[config.mk]
export PLATFORM = sky130hd
export DESIGN_NAME = blit_mem_responder_flat
export DESIGN_NICKNAME = d
export VERILOG_FILES = /design/src/rtl/blit_mem_responder_if.sv /design/src/rtl/blit_mem_responder.sv /design/src/flat_wrapper.sv
export SDC_FILE = /design/constraint.sdc
export NUM_CORES = 1
export LEC_CHECK = 0
export BUFFER_PORTS_ARGS = -buffer_cell sky130_fd_sc_hd__buf_2
export CAP_MARGIN = 40
export CORE_ASPECT_RATIO = 0.75
export CORE_MARGIN = 2
export CORE_UTILIZATION = 45
export DETAILED_ROUTE_END_ITERATION = 7
export PLACE_DENSITY = 0.7
export SLEW_MARGIN = 10
export SYNTH_ARGS = -nofsm -noshare
export SYNTH_HDL_FRONTEND = slang
export SYNTH_SLANG_ARGS = --single-unit
[constraint.sdc]
create_clock -name clk -period 2.66 [get_ports clk]
set_input_delay 0.266 -clock clk [delete_from_list [all_inputs] [get_ports clk]]
set_output_delay 0.266 -clock clk [all_outputs]
set_load 0.05 [all_outputs]
[src/rtl/blit_mem_responder_if.sv]
// Request/response bus between the blitter memory controller (master) and
// the memory responder (slave).
interface blit_mem_responder_if #(
  parameter int unsigned AW = 24
);
  logic          mreq;
  logic          read;
  logic [3:0]    width;
  logic          justify;
  logic [AW-1:0] address;
  logic [63:0]   bus_wdata;
  logic          ack;
  logic [63:0]   bus_rdata;
  logic          rdata_valid;
  logic          bus_err;

  modport master (
    output mreq, read, width, justify, address, bus_wdata,
    input  ack, bus_rdata, rdata_valid, bus_err
  );

  modport slave (
    input  mreq, read, width, justify, address, bus_wdata,
    output ack, bus_rdata, rdata_valid, bus_err
  );
endinterface

[src/rtl/blit_mem_responder.sv]
// Blitter memory-bus target: one transfer per request against a 64-bit phrase
// memory port, with programmable wait states and a single-cycle ack.
module blit_mem_responder #(
  parameter int unsigned WAIT_STATES = 2,
  parameter int unsigned AW          = 24
) (
  input  logic                clk,
  input  logic                reset_n,
  blit_mem_responder_if.slave bus,
  output logic                busy,
  output logic [AW-4:0]       mem_addr,
  output logic [7:0]          mem_be,
  output logic                mem_we,
  output logic                mem_re,
  output logic [63:0]         mem_wdata,
  input  logic [63:0]         mem_rdata
);

  localparam logic [3:0] WS = 4'(WAIT_STATES);

  typedef enum logic [1:0] {S_IDLE, S_WAIT, S_ACCESS, S_ACK} state_t;

  state_t        state_q, state_d;
  logic [3:0]    cnt_q, cnt_d;
  logic          read_q, read_d;
  logic [3:0]    width_q, width_d;
  logic          justify_q, justify_d;
  logic [AW-1:0] addr_q, addr_d;
  logic [63:0]   wdata_q, wdata_d;
  logic          ack_q, ack_d;
  logic          rdata_valid_q, rdata_valid_d;
  logic          bus_err_q, bus_err_d;
  logic          busy_q, busy_d;
  logic          mem_we_q, mem_we_d;
  logic          mem_re_q, mem_re_d;
  logic [7:0]    mem_be_q, mem_be_d;
  logic [AW-4:0] mem_addr_q, mem_addr_d;
  logic [63:0]   mem_wdata_q, mem_wdata_d;

  logic          enter_access;
  logic          cur_legal;
  logic          cur_read, cur_justify;
  logic [3:0]    cur_width;
  logic [AW-1:0] cur_addr;
  logic [63:0]   cur_wdata;
  logic [63:0]   rd_shift, rd_mask, bus_rdata_c;

  function automatic logic legal_w(input logic [3:0] w);
    return (w == 4'd1) || (w == 4'd2) || (w == 4'd4) || (w == 4'd8);
  endfunction

  function automatic logic [2:0] lane_off(input logic [3:0] w, input logic [2:0] a);
    return (w == 4'd8) ? 3'd0 : a;
  endfunction

  // Lanes past the phrase end are simply not enabled.
  function automatic logic [7:0] lane_be(input logic [3:0] w, input logic [2:0] a);
    logic [7:0] be;
    logic [3:0] lo, hi, lane;
    lo = {1'b0, lane_off(w, a)};
    hi = lo + w;
    for (int unsigned i = 0; i < 8; i++) begin
      lane  = 4'(i);
      be[i] = (lane >= lo) && (lane < hi);
    end
    return be;
  endfunction

  // In IDLE the strobe may be launched straight from the bus (WAIT_STATES=0).
  always_comb begin
    cur_read    = (state_q == S_IDLE) ? bus.read      : read_q;
    cur_width   = (state_q == S_IDLE) ? bus.width     : width_q;
    cur_justify = (state_q == S_IDLE) ? bus.justify   : justify_q;
    cur_addr    = (state_q == S_IDLE) ? bus.address   : addr_q;
    cur_wdata   = (state_q == S_IDLE) ? bus.bus_wdata : wdata_q;
    cur_legal   = legal_w(cur_width);
  end

  always_comb begin
    state_d       = state_q;
    cnt_d         = cnt_q;
    read_d        = read_q;
    width_d       = width_q;
    justify_d     = justify_q;
    addr_d        = addr_q;
    wdata_d       = wdata_q;
    ack_d         = 1'b0;
    rdata_valid_d = 1'b0;
    bus_err_d     = 1'b0;
    mem_we_d      = 1'b0;
    mem_re_d      = 1'b0;
    mem_be_d      = mem_be_q;
    mem_addr_d    = mem_addr_q;
    mem_wdata_d   = mem_wdata_q;
    enter_access  = 1'b0;

    case (state_q)
      S_IDLE: begin
        if (bus.mreq) begin
          read_d    = bus.read;
          width_d   = bus.width;
          justify_d = bus.justify;
          addr_d    = bus.address;
          wdata_d   = bus.bus_wdata;
          cnt_d     = WS;
          if (WS == 4'd0) enter_access = 1'b1;
          else            state_d      = S_WAIT;
        end
      end
      S_WAIT: begin
        if (cnt_q == 4'd1) enter_access = 1'b1;
        else               cnt_d        = cnt_q - 4'd1;
      end
      S_ACCESS: begin
        state_d       = S_ACK;
        ack_d         = 1'b1;
        rdata_valid_d = read_q & legal_w(width_q);
        bus_err_d     = ~legal_w(width_q);
      end
      default: begin
        state_d     = S_IDLE;
        mem_be_d    = '0;
        mem_addr_d  = '0;
        mem_wdata_d = '0;
      end
    endcase

    if (enter_access) begin
      state_d     = S_ACCESS;
      mem_addr_d  = cur_addr[AW-1:3];
      mem_be_d    = cur_legal ? lane_be(cur_width, cur_addr[2:0]) : '0;
      mem_re_d    = cur_legal & cur_read;
      mem_we_d    = cur_legal & ~cur_read;
      mem_wdata_d = cur_justify ? cur_wdata
                                : cur_wdata << {lane_off(cur_width, cur_addr[2:0]), 3'b000};
    end

    busy_d = (state_d != S_IDLE);
  end

  always_ff @(posedge clk or negedge reset_n) begin
    if (!reset_n) begin
      state_q       <= S_IDLE;
      cnt_q         <= '0;
      read_q        <= 1'b0;
      width_q       <= '0;
      justify_q     <= 1'b0;
      addr_q        <= '0;
      wdata_q       <= '0;
      ack_q         <= 1'b0;
      rdata_valid_q <= 1'b0;
      bus_err_q     <= 1'b0;
      busy_q        <= 1'b0;
      mem_we_q      <= 1'b0;
      mem_re_q      <= 1'b0;
      mem_be_q      <= '0;
      mem_addr_q    <= '0;
      mem_wdata_q   <= '0;
    end else begin
      state_q       <= state_d;
      cnt_q         <= cnt_d;
      read_q        <= read_d;
      width_q       <= width_d;
      justify_q     <= justify_d;
      addr_q        <= addr_d;
      wdata_q       <= wdata_d;
      ack_q         <= ack_d;
      rdata_valid_q <= rdata_valid_d;
      bus_err_q     <= bus_err_d;
      busy_q        <= busy_d;
      mem_we_q      <= mem_we_d;
      mem_re_q      <= mem_re_d;
      mem_be_q      <= mem_be_d;
      mem_addr_q    <= mem_addr_d;
      mem_wdata_q   <= mem_wdata_d;
    end
  end

  // Memory data only arrives in the ACK cycle, so read data is steered
  // combinationally from mem_rdata and gated by the registered rdata_valid.
  always_comb begin
    rd_shift = mem_rdata >> {lane_off(width_q, addr_q[2:0]), 3'b000};
    rd_mask  = '0;
    for (int unsigned i = 0; i < 8; i++) begin
      rd_mask[8*i +: 8] = (4'(i) < width_q) ? 8'hFF : 8'h00;
    end
    bus_rdata_c = '0;
    if (rdata_valid_q) bus_rdata_c = justify_q ? mem_rdata : (rd_shift & rd_mask);
  end

  assign bus.ack         = ack_q;
  assign bus.rdata_valid = rdata_valid_q;
  assign bus.bus_err     = bus_err_q;
  assign bus.bus_rdata   = bus_rdata_c;
  assign busy            = busy_q;
  assign mem_we          = mem_we_q;
  assign mem_re          = mem_re_q;
  assign mem_be          = mem_be_q;
  assign mem_addr        = mem_addr_q;
  assign mem_wdata       = mem_wdata_q;

endmodule
[src/flat_wrapper.sv]
// flat-port wrapper written by rule: the top's interface ports become plain ports
module blit_mem_responder_flat 
#(
  parameter int unsigned WAIT_STATES = 2,
  parameter int unsigned AW          = 24
)
  (clk, reset_n, busy, mem_addr, mem_be, mem_we, mem_re, mem_wdata, mem_rdata, bus_mreq, bus_read, bus_width, bus_justify, bus_address, bus_bus_wdata, bus_ack, bus_bus_rdata, bus_rdata_valid, bus_bus_err);
  blit_mem_responder_if #(.AW(AW)) bus_i ();
  input  logic clk;
  input  logic reset_n;
  output logic busy;
  output logic [AW-4:0] mem_addr;
  output logic [7:0] mem_be;
  output logic mem_we;
  output logic mem_re;
  output logic [63:0] mem_wdata;
  input  logic [63:0] mem_rdata;
  input wire logic [$bits(bus_i.mreq)-1:0] bus_mreq;
  input wire logic [$bits(bus_i.read)-1:0] bus_read;
  input wire logic [$bits(bus_i.width)-1:0] bus_width;
  input wire logic [$bits(bus_i.justify)-1:0] bus_justify;
  input wire logic [$bits(bus_i.address)-1:0] bus_address;
  input wire logic [$bits(bus_i.bus_wdata)-1:0] bus_bus_wdata;
  output wire logic [$bits(bus_i.ack)-1:0] bus_ack;
  output wire logic [$bits(bus_i.bus_rdata)-1:0] bus_bus_rdata;
  output wire logic [$bits(bus_i.rdata_valid)-1:0] bus_rdata_valid;
  output wire logic [$bits(bus_i.bus_err)-1:0] bus_bus_err;
  assign bus_i.mreq = bus_mreq;
  assign bus_i.read = bus_read;
  assign bus_i.width = bus_width;
  assign bus_i.justify = bus_justify;
  assign bus_i.address = bus_address;
  assign bus_i.bus_wdata = bus_bus_wdata;
  assign bus_ack = bus_i.ack;
  assign bus_bus_rdata = bus_i.bus_rdata;
  assign bus_rdata_valid = bus_i.rdata_valid;
  assign bus_bus_err = bus_i.bus_err;
  blit_mem_responder #(.WAIT_STATES(WAIT_STATES), .AW(AW)) u_core (.clk(clk), .reset_n(reset_n), .bus(bus_i), .busy(busy), .mem_addr(mem_addr), .mem_be(mem_be), .mem_we(mem_we), .mem_re(mem_re), .mem_wdata(mem_wdata), .mem_rdata(mem_rdata));
endmodule
; After elaboration in Yosys (flattened, before gate mapping)
; Index checks and enable logic that the tools add are counted.
[word_totals]
word_cells = 120
input_bits = 161
ff_bits = 199
output_inout_bits = 163
[op_classes]
n_lt_le_gt_ge = 23
reduce_logical = 19
n_eq_ne = 14
bitwise_logic = 6
n_shift = 2
n_mux = 38
n_addsub = 2
[op_table]
columns = op, count
row1 = $mux 64, 6
row2 = $mux 8, 11
row3 = $and 64x64->64, 1
row4 = $shl 64x6->64, 1
row5 = $shr 64x6->64, 1
row6 = $mux 21, 2
row7 = $lt 3x4->1 const A, 8
row8 = $mux 24, 1
row9 = $lt 1x4->1 const A, 4
row10 = $lt 2x4->1 const A, 4
row11 = $eq 4x1->1 const B, 3
row12 = $mux 4, 3
row13 = $ge 3x3->1 const A, 3
row14 = $mux 1, 9
row15 = $eq 4x2->1 const B, 2
row16 = $eq 4x3->1 const B, 2
row17 = $eq 4x4->1 const B, 2
row18 = $pmux 4 s2, 1
row19 = $logic_and 1x1->1, 7
row20 = $ge 1x3->1 const A, 2
row21 = $ge 2x3->1 const A, 2
row22 = $logic_or 1x1->1, 6
row23 = $mux 3, 2
row24 = $pmux 2 s3, 1
row25 = 14 further kinds, 20

; Longest topological paths before layout
[depth]
ltp_word = 9
mapped_depth = 15
mapped_depth_nobuf = 12

; Worst setup path before layout
; Ideal clock, no wire load.
[synth_timing]
path_kind = flip-flop to output port
startpoint = register u_core.width_q[0]
endpoint = output port bus_bus_rdata[24]
path_buffers = 4
required_time_ns = 2.394
stages_incl_launch_ff = 9
arrival_ns = 2.926
slack_ns = -0.532
cell_sequence = dfrtp_1 -> buf_6 -> or4b_1 -> buf_2 -> buf_2 -> nand2_1 -> buf_4 -> a32oi_1 -> o21ai_0
[synth_via]
elab_chain_len = 6
word_cells_on_any_way = 8
cone_classes = order compare: 1 / eq/ne: 1 / shift: 1 / mux: 4 / bitwise: 1
[synth_rtl]
columns = element, line_no
row1 = from (decl), blit_mem_responder.sv:26  ; logic [3:0] width_q, width_d;
row2 = from (signal assigned), blit_mem_responder.sv:163  ; width_q <= width_d;
row3 = $eq 4x4->1, blit_mem_responder.sv:53  ; return (w == 4'd8) ? 3'd0 : a;
row4 = $mux 3, blit_mem_responder.sv:53
row5 = $shr 64x6->64, blit_mem_responder.sv:182  ; rd_shift = mem_rdata >> {lane_off(width_q, addr_q[2:0]), 3'b000};
row6 = $and 64x64->64 *, blit_mem_responder.sv:188  ; if (rdata_valid_q) bus_rdata_c = justify_q ? mem_rdata : (rd_shift & rd_mask);
row7 = $mux 64 * (2 in a row), blit_mem_responder.sv:188
row8 = to (decl), flat_wrapper.sv:25  ; output wire logic [$bits(bus_i.bus_rdata)-1:0] bus_bus_rdata;
; Every way passes the cells marked *; elsewhere a longest branch is shown, timed or not.

; Worst setup path after layout
[layout_timing]
startpoint = register u_core.width_q[0]
endpoint = output port bus_bus_rdata[12]
; Same word-level chain as after synthesis.

==> out/metrics.yaml <==
syn2layout_area_growth_pct: 40.9
period_needed_ns: 3.09
drc_errors: 14
cts_num_sinks: 199
die_y_um: 155
status: "complete, but fails checks"
rows: 55
cp.required_ns: 2.39
period_share: 1.16
port_buffers: 323
place_area_um2: 16900
power_switching_mw: 14.5
switching_share: 0.505
fillCellCount: 2551
hold_viol_final: 0
clockPowerShare: 0.092
power.leakage_nw: 8.68
clkLatencyLatePin_ns: 0.45
gp_congestion: 1.05
grt-ovfl-total: 0
max_cap_violations: 0
failed_checks: "DRC, setup timing"
yosysWarnings: 0
slew_headroom: 0.426
root_buffer: "clkbuf_16"
final_common_cell: "buf_2"
critPathArrivalTime_ns: 2.82
synth_cell_types: 71
worstHoldStart: "bus_bus_wdata[13]"
firstDrtPassIters: 8
worst_setup_path_end_kind: "output port"
dp_hpwl_mm: 43.2
finalClockSkew_ns: 0.0154
tightest_slew_ns: 0.855
hold_slack_ns: 0.0606
routed_via_density: 6.16
path_clk_slew_ns: 0.08
ant_nets: 0
drt-initial-drc-count: 1716
drv_slew: 0
setup_tns_ns: -19.34
final_cells: 2318
synth_flop_cell: "dfrtp_1"
power.internal_mw: 14.2
async_flop_share: 1.00
setup-violations-final: 64
hold_depth: 2
cts_tree: "done"
netlist_instances: 1471
grt_pass1_vias: 13700
vias: 14300
peakVddDrop_mv: 0.842
syn_nets: 1639
cts_made_buffers: 17
yosysSeqAreaShare: 0.366
pwr-share-comb: 0.725
grt_antenna_before_repair: 4
cp-start-kind: "register"
netlist_area_um2: 13600
synth-edff-count: 0
p_per_area_nw_per_um2: 1500
seqCellArea_um2: 4980
power_frac_seq: 0.183
place_ws_ns: -0.0827
grt_pass1_wl_mm: 85.5
start_util: 0.454
grt_usage: 0.358
layout_setup_ws_ns: -0.427
drive_above_1_share: 0.456
rr_startpoint: "u_core.state_q[1]"
dp.cells: 2249
r2r-end: "u_core.mem_wdata[49]"
grt_max_degree: 73
fin_nets: 2071
synth_seq_cells: 199
wl_per_cell_um: 24.9
cp_max_fo: 6
die_w_um: 205
rsz0062_at_grt: "true"
hold_path_end: "u_core.wdata_q[13]"
core_um2: 30000
multi_input_area_um2: 9030
max_freq_mhz: 324
cts.path.max_buffers: 2
final_cell_mix: "260 x buf_2, 199 x dfrtp_1, 169 x nand2_1, 167 x buf_4, 121 x mux2_2"
fin_area_um2: 19200
reg2regPathDepth: 10
hp-class: "input pin to register"
synth.avg_cell_area_um2: 9.26
ios: 324
wl_mm: 57.7
ff2ff_setup_slack_ns: 0.04
die_area_um2: 31700
critical_path_class: "register to output port"
h-tree-depth: 4
## Yosys cell counts (5+ instances only)
master       n  share of area
and3_1      12         0.0055
a31oi_1     13         0.0060
a221oi_1    10         0.0064
a21oi_1     88          0.032
nor2_1      63          0.017
clkbuf_1    56          0.015
nand3b_1    23          0.013
o221ai_1    19          0.012
nor3_1      13         0.0048
mux2_2     127           0.11
a32o_1      10         0.0073
buf_6        6         0.0050
o211ai_1    10         0.0055
and2_1      23          0.011
o22ai_1      8         0.0037
a21boi_1     8         0.0044
nand2_1    185          0.051
nand3_1     31          0.011
nand2b_1    14         0.0064
a22oi_1     27          0.015
a221o_1     11         0.0081
o2bb2ai_1    5         0.0032
a211oi_1    15         0.0083
buf_2       40          0.015
a211o_1      5         0.0032
a32oi_1     22          0.014
buf_4       15         0.0083
a22o_1      26          0.017
inv_1       18         0.0050
o21ai_0    116          0.043
mux2i_1    151           0.11
nor2b_1     27          0.012
ha_1         7         0.0064
nor4_1       5         0.0023
dfrtp_1    199           0.37
a21o_1       7         0.0039
## through the flow
step                utilization  power, mW
floorplan                     -       17.0
global placement          0.562       22.9
detailed placement        0.562       23.1
CTS                       0.622       27.4
global route              0.640       30.1
finish                    0.640       28.8
## critical path, stage by stage (launching register included)
cell,delay [ns]
dfrtp_1,0.40
or4b_4,0.60
nand2_8,0.17
buf_12,0.19
mux2i_4,0.26
o21ai_2,0.08
mux2_4,0.28
a22o_1,0.22
buf_6,0.16
## worst max path at each step
| stage | from | endpoint | cells past startpoint |
|---|---|---|---|
| 3_5_place_dp | u_core.width_q[2] | bus_bus_rdata[3] | 8 |
| 5_1_grt | u_core.width_q[0] | bus_bus_rdata[0] | 10 |
| 3_3_place_gp | u_core.state_q[1] | u_core.mem_wdata[39] | 11 |
| 6_report | u_core.width_q[0] | bus_bus_rdata[12] | 8 |
| 4_1_cts | u_core.width_q[1] | bus_bus_rdata[15] | 8 |
| 2_1_floorplan | u_core.width_q[0] | bus_bus_rdata[24] | 8 |
## per-layer routing
metal  up-vias  part of all wire  wire length, µm  track usage
li1       6340                 -                -            -
met2       783              0.42            24000        0.498
met3        85              0.11             6450        0.103
met1      7062              0.46            26300        0.546
met5         -           0.00012                7            0
met4         2             0.016              949       0.0774
## cell type report
type / count / share of cell area
flip-flops and latches: 199 / 0.260
clock buffers: 20 / 0.0233
clock inverters: 12 / 0.00711
well taps: 399 / 0.0260
inverters: 18 / 0.00352
repair buffers: 533 / 0.210
diodes: 3 / 0.000391
multi-input cells: 1134 / 0.471
## flip-flops by register name (all words and copies together), names as in the netlist, 2 cells and up
signal            flops
u_core.mem_wdata     64
u_core.wdata_q       64
u_core.addr_q        24
u_core.mem_addr      21
u_core.mem_be         8
u_core.cnt_q          4
u_core.width_q        4
u_core.state_q        2
## cells by family (layout without fill, tap and decap cells)
group / Yosys count / count (layout) / share of synthesized area
DFF: 199 / 199 / 0.366
other: 0 / 3 / 0
muxes: 279 / 279 / 0.217
buffers and inverters: 138 / 583 / 0.0491
xor gates and xnor gates: 4 / 4 / 0.00257
AOI/OAI and AO/OA: 431 / 431 / 0.213
adders and majority gates: 7 / 7 / 0.00643
and+or+nand+nor: 413 / 413 / 0.146
## power groups by stage
stage / clock, mW / sequential (mW) / combinational, mW
after floorplan: 0 / 7.17 / 9.79
final: 2.64 / 5.27 / 20.8
after global placement: 0 / 5.18 / 17.7
after CTS: 2.65 / 5.24 / 19.5
after detailed placement: 0 / 5.27 / 17.9
after global routing: 2.78 / 5.41 / 21.9
## what timing repair did
action / 4_1_cts / 5_1_grt
hold buffers: 1 / 0
gates resized for setup: 254 / 90
pin swaps: 56 / 37
hold endpoints to repair: 68 / 0
cloned: 5 / 1
endpoints found under the setup margin: 68 / 97
setup buffers: 16 / 15
Power figures use the tool's default switching activity.
